File: src/rtl/fir_mac_tdm.sv
// Time-multiplexed FIR MAC: LANES products per cycle over TAPS/LANES cycles,
// with selectable round/truncate and saturate/wrap on the registered output.
module fir_mac_tdm #(
  parameter int DATA_WIDTH = 13,
  parameter int COEF_WIDTH = 13,
  parameter int TAPS       = 8,
  parameter int LANES      = 1,
  parameter int FRAC_BITS  = 12,
  parameter int OUT_WIDTH  = 13,
  localparam int AW = (TAPS > 1) ? $clog2(TAPS) : 1
) (
  input  logic                  CLK,
  input  logic                  RST_n,
  input  logic [DATA_WIDTH-1:0] DIN,
  input  logic                  VIN,
  output logic                  RDY_IN,
  input  logic                  COEF_WE,
  input  logic [AW-1:0]         COEF_ADDR,
  input  logic [COEF_WIDTH-1:0] COEF_DATA,
  input  logic                  RND_EN,
  input  logic                  SAT_EN,
  output logic [OUT_WIDTH-1:0]  DOUT,
  output logic                  VOUT,
  input  logic                  RDY_OUT,
  output logic                  OVF
);

  localparam int PW    = DATA_WIDTH + COEF_WIDTH;
  localparam int ACC_W = PW + $clog2(TAPS);
  // One guard bit so the rounding increment can never wrap the full sum.
  localparam int EW    = ACC_W + 1;
  localparam int RND_SH = (FRAC_BITS > 0) ? FRAC_BITS - 1 : 0;

  localparam logic [1:0] S_IDLE = 2'd0;
  localparam logic [1:0] S_MAC  = 2'd1;
  localparam logic [1:0] S_OUT  = 2'd2;

  localparam logic [AW-1:0] LAST_IDX = AW'(TAPS - LANES);
  localparam logic [AW-1:0] IDX_STEP = AW'(LANES);
  localparam logic signed [EW-1:0] OUT_MAX =
    {{(EW-OUT_WIDTH+1){1'b0}}, {(OUT_WIDTH-1){1'b1}}};
  localparam logic signed [EW-1:0] OUT_MIN =
    {{(EW-OUT_WIDTH+1){1'b1}}, {(OUT_WIDTH-1){1'b0}}};
  localparam logic signed [EW-1:0] RND_ONE =
    (FRAC_BITS > 0) ? (EW'(1) << RND_SH) : EW'(0);
  localparam logic signed [EW-1:0] ZERO_E = EW'(0);

  logic [1:0]                   state_reg;
  logic [AW-1:0]                idx_reg;
  logic signed [ACC_W-1:0]      acc_reg;
  logic signed [ACC_W-1:0]      acc_next;
  logic                         rnd_reg;
  logic                         sat_reg;
  logic [OUT_WIDTH-1:0]         dout_reg;
  logic [OUT_WIDTH-1:0]         dout_next;
  logic                         vout_reg;
  logic                         ovf_reg;
  logic                         ovf_next;
  logic signed [EW-1:0]         rnd_sum;
  logic signed [EW-1:0]         shifted;
  logic signed [DATA_WIDTH-1:0] x_reg [TAPS];
  logic signed [COEF_WIDTH-1:0] h_reg [TAPS];
  logic signed [PW-1:0]         prod  [LANES];
  logic                         accept;
  logic                         coef_wr;

  assign accept  = (state_reg == S_IDLE) && VIN;
  assign coef_wr = (state_reg == S_IDLE) && COEF_WE &&
                   ({1'b0, COEF_ADDR} < (AW+1)'(TAPS));

  for (genvar gi = 0; gi < LANES; gi++) begin : g_lane
    logic [AW-1:0] tap;
    assign tap      = idx_reg + AW'(gi);
    assign prod[gi] = x_reg[tap] * h_reg[tap];
  end

  always_comb begin
    acc_next = acc_reg;
    for (int i = 0; i < LANES; i++) begin
      acc_next = acc_next + ACC_W'(prod[i]);
    end
    rnd_sum  = EW'(acc_next) + (rnd_reg ? RND_ONE : ZERO_E);
    shifted  = rnd_sum >>> FRAC_BITS;
    ovf_next = (shifted > OUT_MAX) || (shifted < OUT_MIN);
    if (sat_reg && ovf_next) begin
      dout_next = shifted[EW-1] ? OUT_MIN[OUT_WIDTH-1:0] : OUT_MAX[OUT_WIDTH-1:0];
    end else begin
      dout_next = shifted[OUT_WIDTH-1:0];
    end
  end

  always_ff @(posedge CLK or negedge RST_n) begin
    if (!RST_n) begin
      for (int i = 0; i < TAPS; i++) begin
        x_reg[i] <= '0;
        h_reg[i] <= '0;
      end
    end else begin
      if (accept) begin
        x_reg[0] <= DIN;
        for (int i = 1; i < TAPS; i++) begin
          x_reg[i] <= x_reg[i-1];
        end
      end
      // A write on the accept edge lands before the first MAC cycle reads it.
      if (coef_wr) begin
        h_reg[COEF_ADDR] <= COEF_DATA;
      end
    end
  end

  always_ff @(posedge CLK or negedge RST_n) begin
    if (!RST_n) begin
      state_reg <= S_IDLE;
      idx_reg   <= '0;
      acc_reg   <= '0;
      rnd_reg   <= 1'b0;
      sat_reg   <= 1'b0;
      dout_reg  <= '0;
      vout_reg  <= 1'b0;
      ovf_reg   <= 1'b0;
    end else begin
      case (state_reg)
        S_IDLE: begin
          if (VIN) begin
            rnd_reg   <= RND_EN;
            sat_reg   <= SAT_EN;
            acc_reg   <= '0;
            idx_reg   <= '0;
            state_reg <= S_MAC;
          end
        end
        S_MAC: begin
          acc_reg <= acc_next;
          idx_reg <= idx_reg + IDX_STEP;
          if (idx_reg == LAST_IDX) begin
            dout_reg  <= dout_next;
            ovf_reg   <= ovf_next;
            vout_reg  <= 1'b1;
            state_reg <= S_OUT;
          end
        end
        S_OUT: begin
          if (RDY_OUT) begin
            vout_reg  <= 1'b0;
            state_reg <= S_IDLE;
          end
        end
        default: state_reg <= S_IDLE;
      endcase
    end
  end

  assign RDY_IN = (state_reg == S_IDLE);
  assign DOUT   = dout_reg;
  assign VOUT   = vout_reg;
  assign OVF    = ovf_reg;

endmodule

File: config.mk
export PLATFORM = sky130hd
export DESIGN_NAME = fir_mac_tdm
export DESIGN_NICKNAME = d
export VERILOG_FILES = /design/src/rtl/fir_mac_tdm.sv
export SDC_FILE = /design/constraint.sdc
export NUM_CORES = 1
export LEC_CHECK = 0
export BUFFER_PORTS_ARGS = -buffer_cell sky130_fd_sc_hd__buf_2
export CORE_ASPECT_RATIO = 0.9
export CORE_MARGIN = 3
export CORE_UTILIZATION = 50
export DETAILED_ROUTE_END_ITERATION = 10
export GPL_ROUTABILITY_DRIVEN = 0
export GPL_TIMING_DRIVEN = 0
export PLACE_DENSITY_LB_ADDON = 0.2
export SKIP_LAST_GASP = 1
export SYNTH_ARGS = -nofsm -noshare
export SYNTH_HDL_FRONTEND = slang
export SYNTH_SLANG_ARGS = --single-unit
File: constraint.sdc
create_clock -name CLK -period 12.98 [get_ports CLK]
set_input_delay 2.596 -clock CLK [delete_from_list [all_inputs] [get_ports CLK]]
set_output_delay 2.596 -clock CLK [all_outputs]
set_load 0.02 [all_outputs]
==> summary.md, run 1 <==
| Metric | Value |
|---|---|
| 1st-iter DRT viols | 948 |
| Routed length per instance | 19.3 µm |
| Mean Syn Cell Area | 11.3 µm² |
| Slowest cell on crit path | mux2i_1 |
| Post-CTS setup buffers | 0 |
| Post-synth design cell area | 20,300 µm² |
| Vias | 13,500 |
| Most used cell, CP | fa_1 |
| Actual slew at the worst max-slew pin | 1.28 ns |
| Synth-to-Final Area Change | 10.1% |
| First-pass GRT wire length | 78,100 µm |
| Share of layout cells above drive strength 1 | 0.225 |
| # DRC | 0 |
| Final antenna-violating net count | 0 |
| Root Buffer | clkbuf_16 |
| Vias in the first global route | 14,600 |
| Worst-Skew Late Latency | 0.59 ns |
| Hold-fix buffer count after cts | 0 |
| I/O pins | 52 |
| Peak Freq | 86.3 MHz |
| Pin count of the biggest net entering global routing | 103 |
| Post-DP Area | 21,300 µm² |
| CP Max Fanout | 10 |
| Min Hold Slack | 0.499 ns |
| Tcrit/Tclk final | 0.892 |
| PortBufs | 51 |
| Cell area after layout | 22,400 µm² |
| Clk slew on worst S/H paths | 0.07 ns |
| Seq/Total Area, Yosys | 0.319 |
| Core area | 39,800 µm² |
| Clock Tree Buf Depth | 3 |
| Setup Skew | 0.0307 ns |
| Final hold violations | 0 |
| Highest cell delay on the worst timing path | 0.85 ns |
| Placed wire-length estimate | 36,700 µm |
| Crit path arrival time | 12.08 ns |
| Ant diodes | 0 |
| Ys async rst share | 1.00 |
| Crit end category | flip-flop |
| Final net count | 2,216 |
| Clock period minus worst slack | 11.58 ns |
| CP top delay family | adder cells |
| Top_reg_cell synth | dfrtp_1 |
| # resized after CTS | 0 |
| Pre-CTS setup slack | 1.36 ns |
| CP required | 13.48 ns |
| # rows | 69 |
| Vias per cell | 5.55 |
| Min-delay worst type | flip-flop to flip-flop |
| Post-synth EDFFs | 0 |
| Fillers | 3,364 |
| Initial core utilization | 0.511 |
| TritonCTS clock tree | yes |
| Synth Instances | 1,797 |
| First-pass DRT Iterations | 5 |
| Final Setup Violations | 0 |
| Status | finished clean |
| Initial antenna violation count | 1 |
| Max cap viols | 0 |
| WL final | 47,100 µm |
| RSZ-0062 raised after global routing | no |
| Buffers & Inverters on Critical Path | 9 |
| Worst Setup Slack, final | 1.40 ns |
| Synthesized Nets | 2,131 |
| Post-synthesis register bit count | 259 |
| Die height | 197 µm |
| Die Wd | 219 µm |
| Overall routing resource usage | 0.232 |
| Synth warn | 0 |
| Setup TNS | 0 ns |
| Fin. max-slew vios | 0 |
| Die Footprint | 43,100 µm² |
| Post-synth cell types | 71 |
| CP Launch Type | flip-flop |
| Tightest slew margin relative to the limit | 0.119 |
| TritonCTS buffer count | 30 |
| Total number of H-tree levels | 1 |
| Setup CP Type | flip-flop to flip-flop |
| GRT Residual Overflow | 0 |
| Clock sink total | 259 |
[placed cells by master (no fill, tap or decap), types with 8 or more instances in the layout]
| cell | instances |
|---|---|
| mux2_2 | 228 |
| nor2_1 | 126 |
| dfrtp_1 | 259 |
| buf_2 | 60 |
| a21o_1 | 12 |
| mux2i_1 | 24 |
| nor2b_1 | 14 |
| nand3_1 | 45 |
| xnor2_1 | 28 |
| inv_1 | 309 |
| xor2_1 | 10 |
| nand2_1 | 119 |
| ha_1 | 88 |
| a221o_1 | 13 |
| and2_1 | 8 |
| nand2b_1 | 8 |
| buf_1 | 17 |
| o21ai_0 | 28 |
| clkbuf_1 | 48 |
| a21oi_1 | 30 |
| nor3_1 | 9 |
| mux4_2 | 52 |
| clkbuf_16 | 30 |
| fa_1 | 210 |
[layout make-up]
class,count,area (µm²),area share
repair buffers,53,320,0.0143
plain buffers,76,313,0.0140
clock inverters,18,225,0.0101
multi-input cells,1153,12400,0.553
inverters,309,1160,0.0518
flip-flops and latches,259,6480,0.289
clock buffers,38,841,0.0375
well taps,532,666,0.0297
[cell usage after synthesis, drive strengths merged, types with 3 or more instances]
cell type / n / share of area
mux4: 52 / 0.058
a211o: 8 / 0.0039
o21ai: 30 / 0.0074
ha: 88 / 0.054
a221o: 13 / 0.0064
and3: 7 / 0.0022
nor3: 9 / 0.0022
a21oi: 30 / 0.0074
a31o: 4 / 0.0017
and2: 8 / 0.0025
xor2: 10 / 0.0043
mux2i: 24 / 0.012
clkbuf: 46 / 0.0085
a31oi: 4 / 0.0020
nor2: 126 / 0.023
dfrtp: 259 / 0.32
xnor2: 28 / 0.012
nand2: 119 / 0.022
nand3b: 3 / 0.0013
nand4: 9 / 0.0034
a2111oi: 5 / 0.0037
a21o: 12 / 0.0044
mux2: 228 / 0.13
nor2b: 14 / 0.0043
nand3: 46 / 0.012
o21a: 3 / 0.0011
nand2b: 8 / 0.0025
or2: 7 / 0.0022
buf: 30 / 0.0069
inv: 309 / 0.057
or3: 4 / 0.0017
o211ai: 7 / 0.0031
a211oi: 7 / 0.0034
fa: 210 / 0.21
[cells by family after synthesis]
kind of cell / Yosys count / synth area share
mux: 304 / 0.196
fa+ha+maj: 298 / 0.261
simple gates: 367 / 0.0824
buf+inv: 385 / 0.0724
xor+xnor: 38 / 0.0164
compound gates: 146 / 0.0539
flops: 259 / 0.319
[final timing paths]
path	slack, ns	start	endpoint	depth (start not counted)
worst max-delay path	1.40	idx_reg[0]$_DFFE_PN0P_	DOUT[6]$_DFFE_PN0P_	30
worst min-delay path	0.50	x_reg[7]$_DFFE_PN0P_	x_reg[7]$_DFFE_PN0P_	1
worst max register to register	1.40	idx_reg[0]$_DFFE_PN0P_	DOUT[6]$_DFFE_PN0P_	30
worst min register to register	0.50	x_reg[7]$_DFFE_PN0P_	x_reg[7]$_DFFE_PN0P_	1
max in group asynchronous	9.71	RST_n	h_reg[47]$_DFFE_PN0P_	3
min in group asynchronous	1.96	RST_n	acc_reg[8]$_DFFE_PN0P_	1
[stage by stage]
step           cells  utilization
6_report        2438        0.563
5_1_grt         2438        0.563
4_1_cts         2438        0.563
3_5_place_dp    2382        0.536
3_3_place_gp    2380        0.534
2_1_floorplan   1797            -
[layer usage]
layer | share of wire | global-route usage | wire length, µm
met5 | 0.00049 | 0 | 23
met4 | 0.022 | 0.0490 | 1030
met3 | 0.058 | 0.0420 | 2730
met2 | 0.47 | 0.380 | 22200
met1 | 0.45 | 0.327 | 21100
Power of run 1 is left out: the tool's default activity adds up to more than one toggle a clock period on the data nets, which glitch-free logic cannot reach.
==> run 2, diff against run 1 <==
--- a/config.mk
+++ b/config.mk
@@ -5,11 +5,11 @@
 export SDC_FILE = /design/constraint.sdc
 export NUM_CORES = 1
 export LEC_CHECK = 0
-export BUFFER_PORTS_ARGS = -buffer_cell sky130_fd_sc_hd__buf_2
 export CORE_ASPECT_RATIO = 0.9
 export CORE_MARGIN = 3
-export CORE_UTILIZATION = 50
+export CORE_UTILIZATION = 30
 export DETAILED_ROUTE_END_ITERATION = 10
+export DONT_BUFFER_PORTS = 1
 export GPL_ROUTABILITY_DRIVEN = 0
 export GPL_TIMING_DRIVEN = 0
 export PLACE_DENSITY_LB_ADDON = 0.2
==> run 2 against run 1 <==
  * First-iteration DRC count shrank 14%
  * Global-route usage shrank 8.1 points
  * Sequential cell count is the same
  * Via count shrank 1.9%
  * Worst hold slack is essentially flat
  * Register-to-register slack lost 0.21 ns
  * Setup slack lost 0.21 ns
  * Critical endpoint is now DOUT[11]$_DFFE_PN0P_
==> summary.md, run 2 (synthesis gave the netlist of run 1 again) <==
| Metric | Value |
|---|---|
| RSZ-0062 raised after global routing | no |
| Core area | 66,400 µm² (+67%) |
| WHS Path Cells | 1 (unchanged) |
| Commonest cells after routing, fill and taps aside | inv_1, dfrtp_1, mux2_2 |
| Setup CP Type | flip-flop to flip-flop |
| Initial core utilization | 0.307 (-0.205) |
| Routed length per instance | 19.2 µm (-0.85%) |
| Vias per cell | 4.89 (-12%) |
| Status | finished clean |
| Clk slew on worst S/H paths | 0.06 ns (about the same) |
| Pin count of the biggest net entering global routing | 260 (+150%) |
| Share of layout cells above drive strength 1 | 0.199 (-0.0261) |
| Max cap viols | 0 (unchanged) |
| GRT Residual Overflow | 0 (unchanged) |
| Clock sink total | 259 (unchanged) |
| Actual slew at the worst max-slew pin | 1.22 ns (-0.0637 ns) |
| TritonCTS buffer count | 31 (+3.3%) |
| # rows | 89 (+29%) |
| Vias | 13,300 (-1.9%) |
| Clock Tree Buf Depth | 3 (unchanged) |
| Final antenna-violating net count | 0 (unchanged) |
| Most common cell after layout, fill and taps aside | inv_1 |
| Final Setup Violations | 0 (unchanged) |
| CP Max Fanout | 10 (unchanged) |
| Setup TNS | 0 ns (unchanged) |
| First-pass GRT wire length | 83,000 µm (+6.2%) |
| Hold-fix buffer count after cts | 0 (unchanged) |
| Peak Freq | 84.8 MHz (-1.8%) |
| Root Buffer | clkbuf_16 |
| Die Footprint | 71,000 µm² (+65%) |
| CP required | 13.51 ns (+0.03 ns) |
| Final net count | 2,165 (-2.3%) |
| Setup Skew | 0.0182 ns (-0.0125 ns) |
| Clock period minus worst slack | 11.79 ns (+0.210 ns) |
| Total number of H-tree levels | 1 (unchanged) |
| Fin. max-slew vios | 0 (unchanged) |
| Placed wire-length estimate | 40,200 µm (+9.4%) |
| Overall routing resource usage | 0.151 (-0.0810) |
| Die height | 253 µm (+28%) |
| # resized after CTS | 0 (unchanged) |
| Tcrit/Tclk final | 0.909 (+0.0162) |
| CP Launch Type | flip-flop |
| Synth-to-Final Area Change | 10.2% |
| Highest cell delay on the worst timing path | 0.97 ns (+0.12 ns) |
| 1st-iter DRT viols | 813 (-14%) |
| PortBufs | 0 (-100%) |
| Min-delay worst type | flip-flop to flip-flop |
| Final hold violations | 0 (unchanged) |
| Ant diodes | 0 (unchanged) |
| I/O pins | 52 (unchanged) |
| TritonCTS clock tree | yes |
| Initial antenna violation count | 0 (-1) |
| Slowest cell on crit path | mux2i_1 |
| Most used cell, CP | fa_1 |
| Post-CTS setup buffers | 0 (unchanged) |
| Crit end category | flip-flop |
| Vias in the first global route | 14,200 (-2.8%) |
| Crit path arrival time | 12.32 ns (+0.24 ns) |
| Worst-Skew Late Latency | 0.59 ns (about the same) |
| WL final | 52,000 µm (+10%) |
| Tightest slew margin relative to the limit | 0.163 (+0.0437) |
| First-pass DRT Iterations | 7 (+2) |
| R2R cell count | 30 (unchanged) |
| Die Wd | 281 µm (+28%) |
| # DRC | 0 (unchanged) |
-- run 2: changes by cell type in the layout (fill, tap and decap cells not counted), sizes merged --
cell | previous run | this run
inv | 312 | 310
bufinv | 4 | 2
clkinvlp | 2 | 1
buf | 83 | 31
clkinv | 9 | 4
clkbuf | 84 | 89
-- run 2: area by class of cell --
cell class / instances / area (µm²)
fill: 6728 / 43900
inverter: 309 / 1160
sequential: 259 / 6480
multi-input combinational: 1153 / 12400
clock inverter: 8 / 115
timing repair buffer: 1 / 7.51
tap: 864 / 1080
buffer: 76 / 313
clock buffer: 43 / 881
-- run 2: path summary, 6_finish.rpt --
check                                  startpoint                     to  slack (ns)
setup / recovery           idx_reg[0]$_DFFE_PN0P_   DOUT[11]$_DFFE_PN0P_        1.19
hold / removal              h_reg[47]$_DFFE_PN0P_  h_reg[47]$_DFFE_PN0P_        0.50
setup reg to reg           idx_reg[0]$_DFFE_PN0P_   DOUT[11]$_DFFE_PN0P_        1.19
hold reg to reg             h_reg[47]$_DFFE_PN0P_  h_reg[47]$_DFFE_PN0P_        0.50
max in group asynchronous                   RST_n  x_reg[99]$_DFFE_PN0P_       10.74
min in group asynchronous                   RST_n    sat_reg$_DFFE_PN0P_        1.70
-- run 2: per-stage QoR --
stage	util	cell area [µm²]	worst slack (ns)	std cells	hold WS [ns]
detailed placement	0.323	21400	1.26	2662	0.491
CTS	0.338	22400	1.19	2713	0.504
floorplan	-	20300	3.58	1797	0.466
global route	0.338	22400	0.649	2713	0.513
finish	0.338	22400	1.19	2713	0.499
global placement	0.323	21400	1.36	2661	0.481
-- run 2: per-layer routing --
metal	track usage	vias to the layer above	share of wire
met2	0.251	214	0.48
li1	-	5994	-
met3	0.0247	57	0.047
met1	0.208	7003	0.46
met4	0.0285	0	0.017
met5	0	-	0
-- run 2: worst max-delay path, delay by kind of cell (launching register included) --
kind	cells	cell delay, ns
flip-flops	1	0.34
buffers and inverters	9	2.70
AO/OA/AOI/OAI	8	2.41
multiplexers	3	2.00
AND/OR/NAND/NOR	3	0.79
adder cells (fa/ha/maj)	7	3.46
Power of run 2 is left out for the same reason.
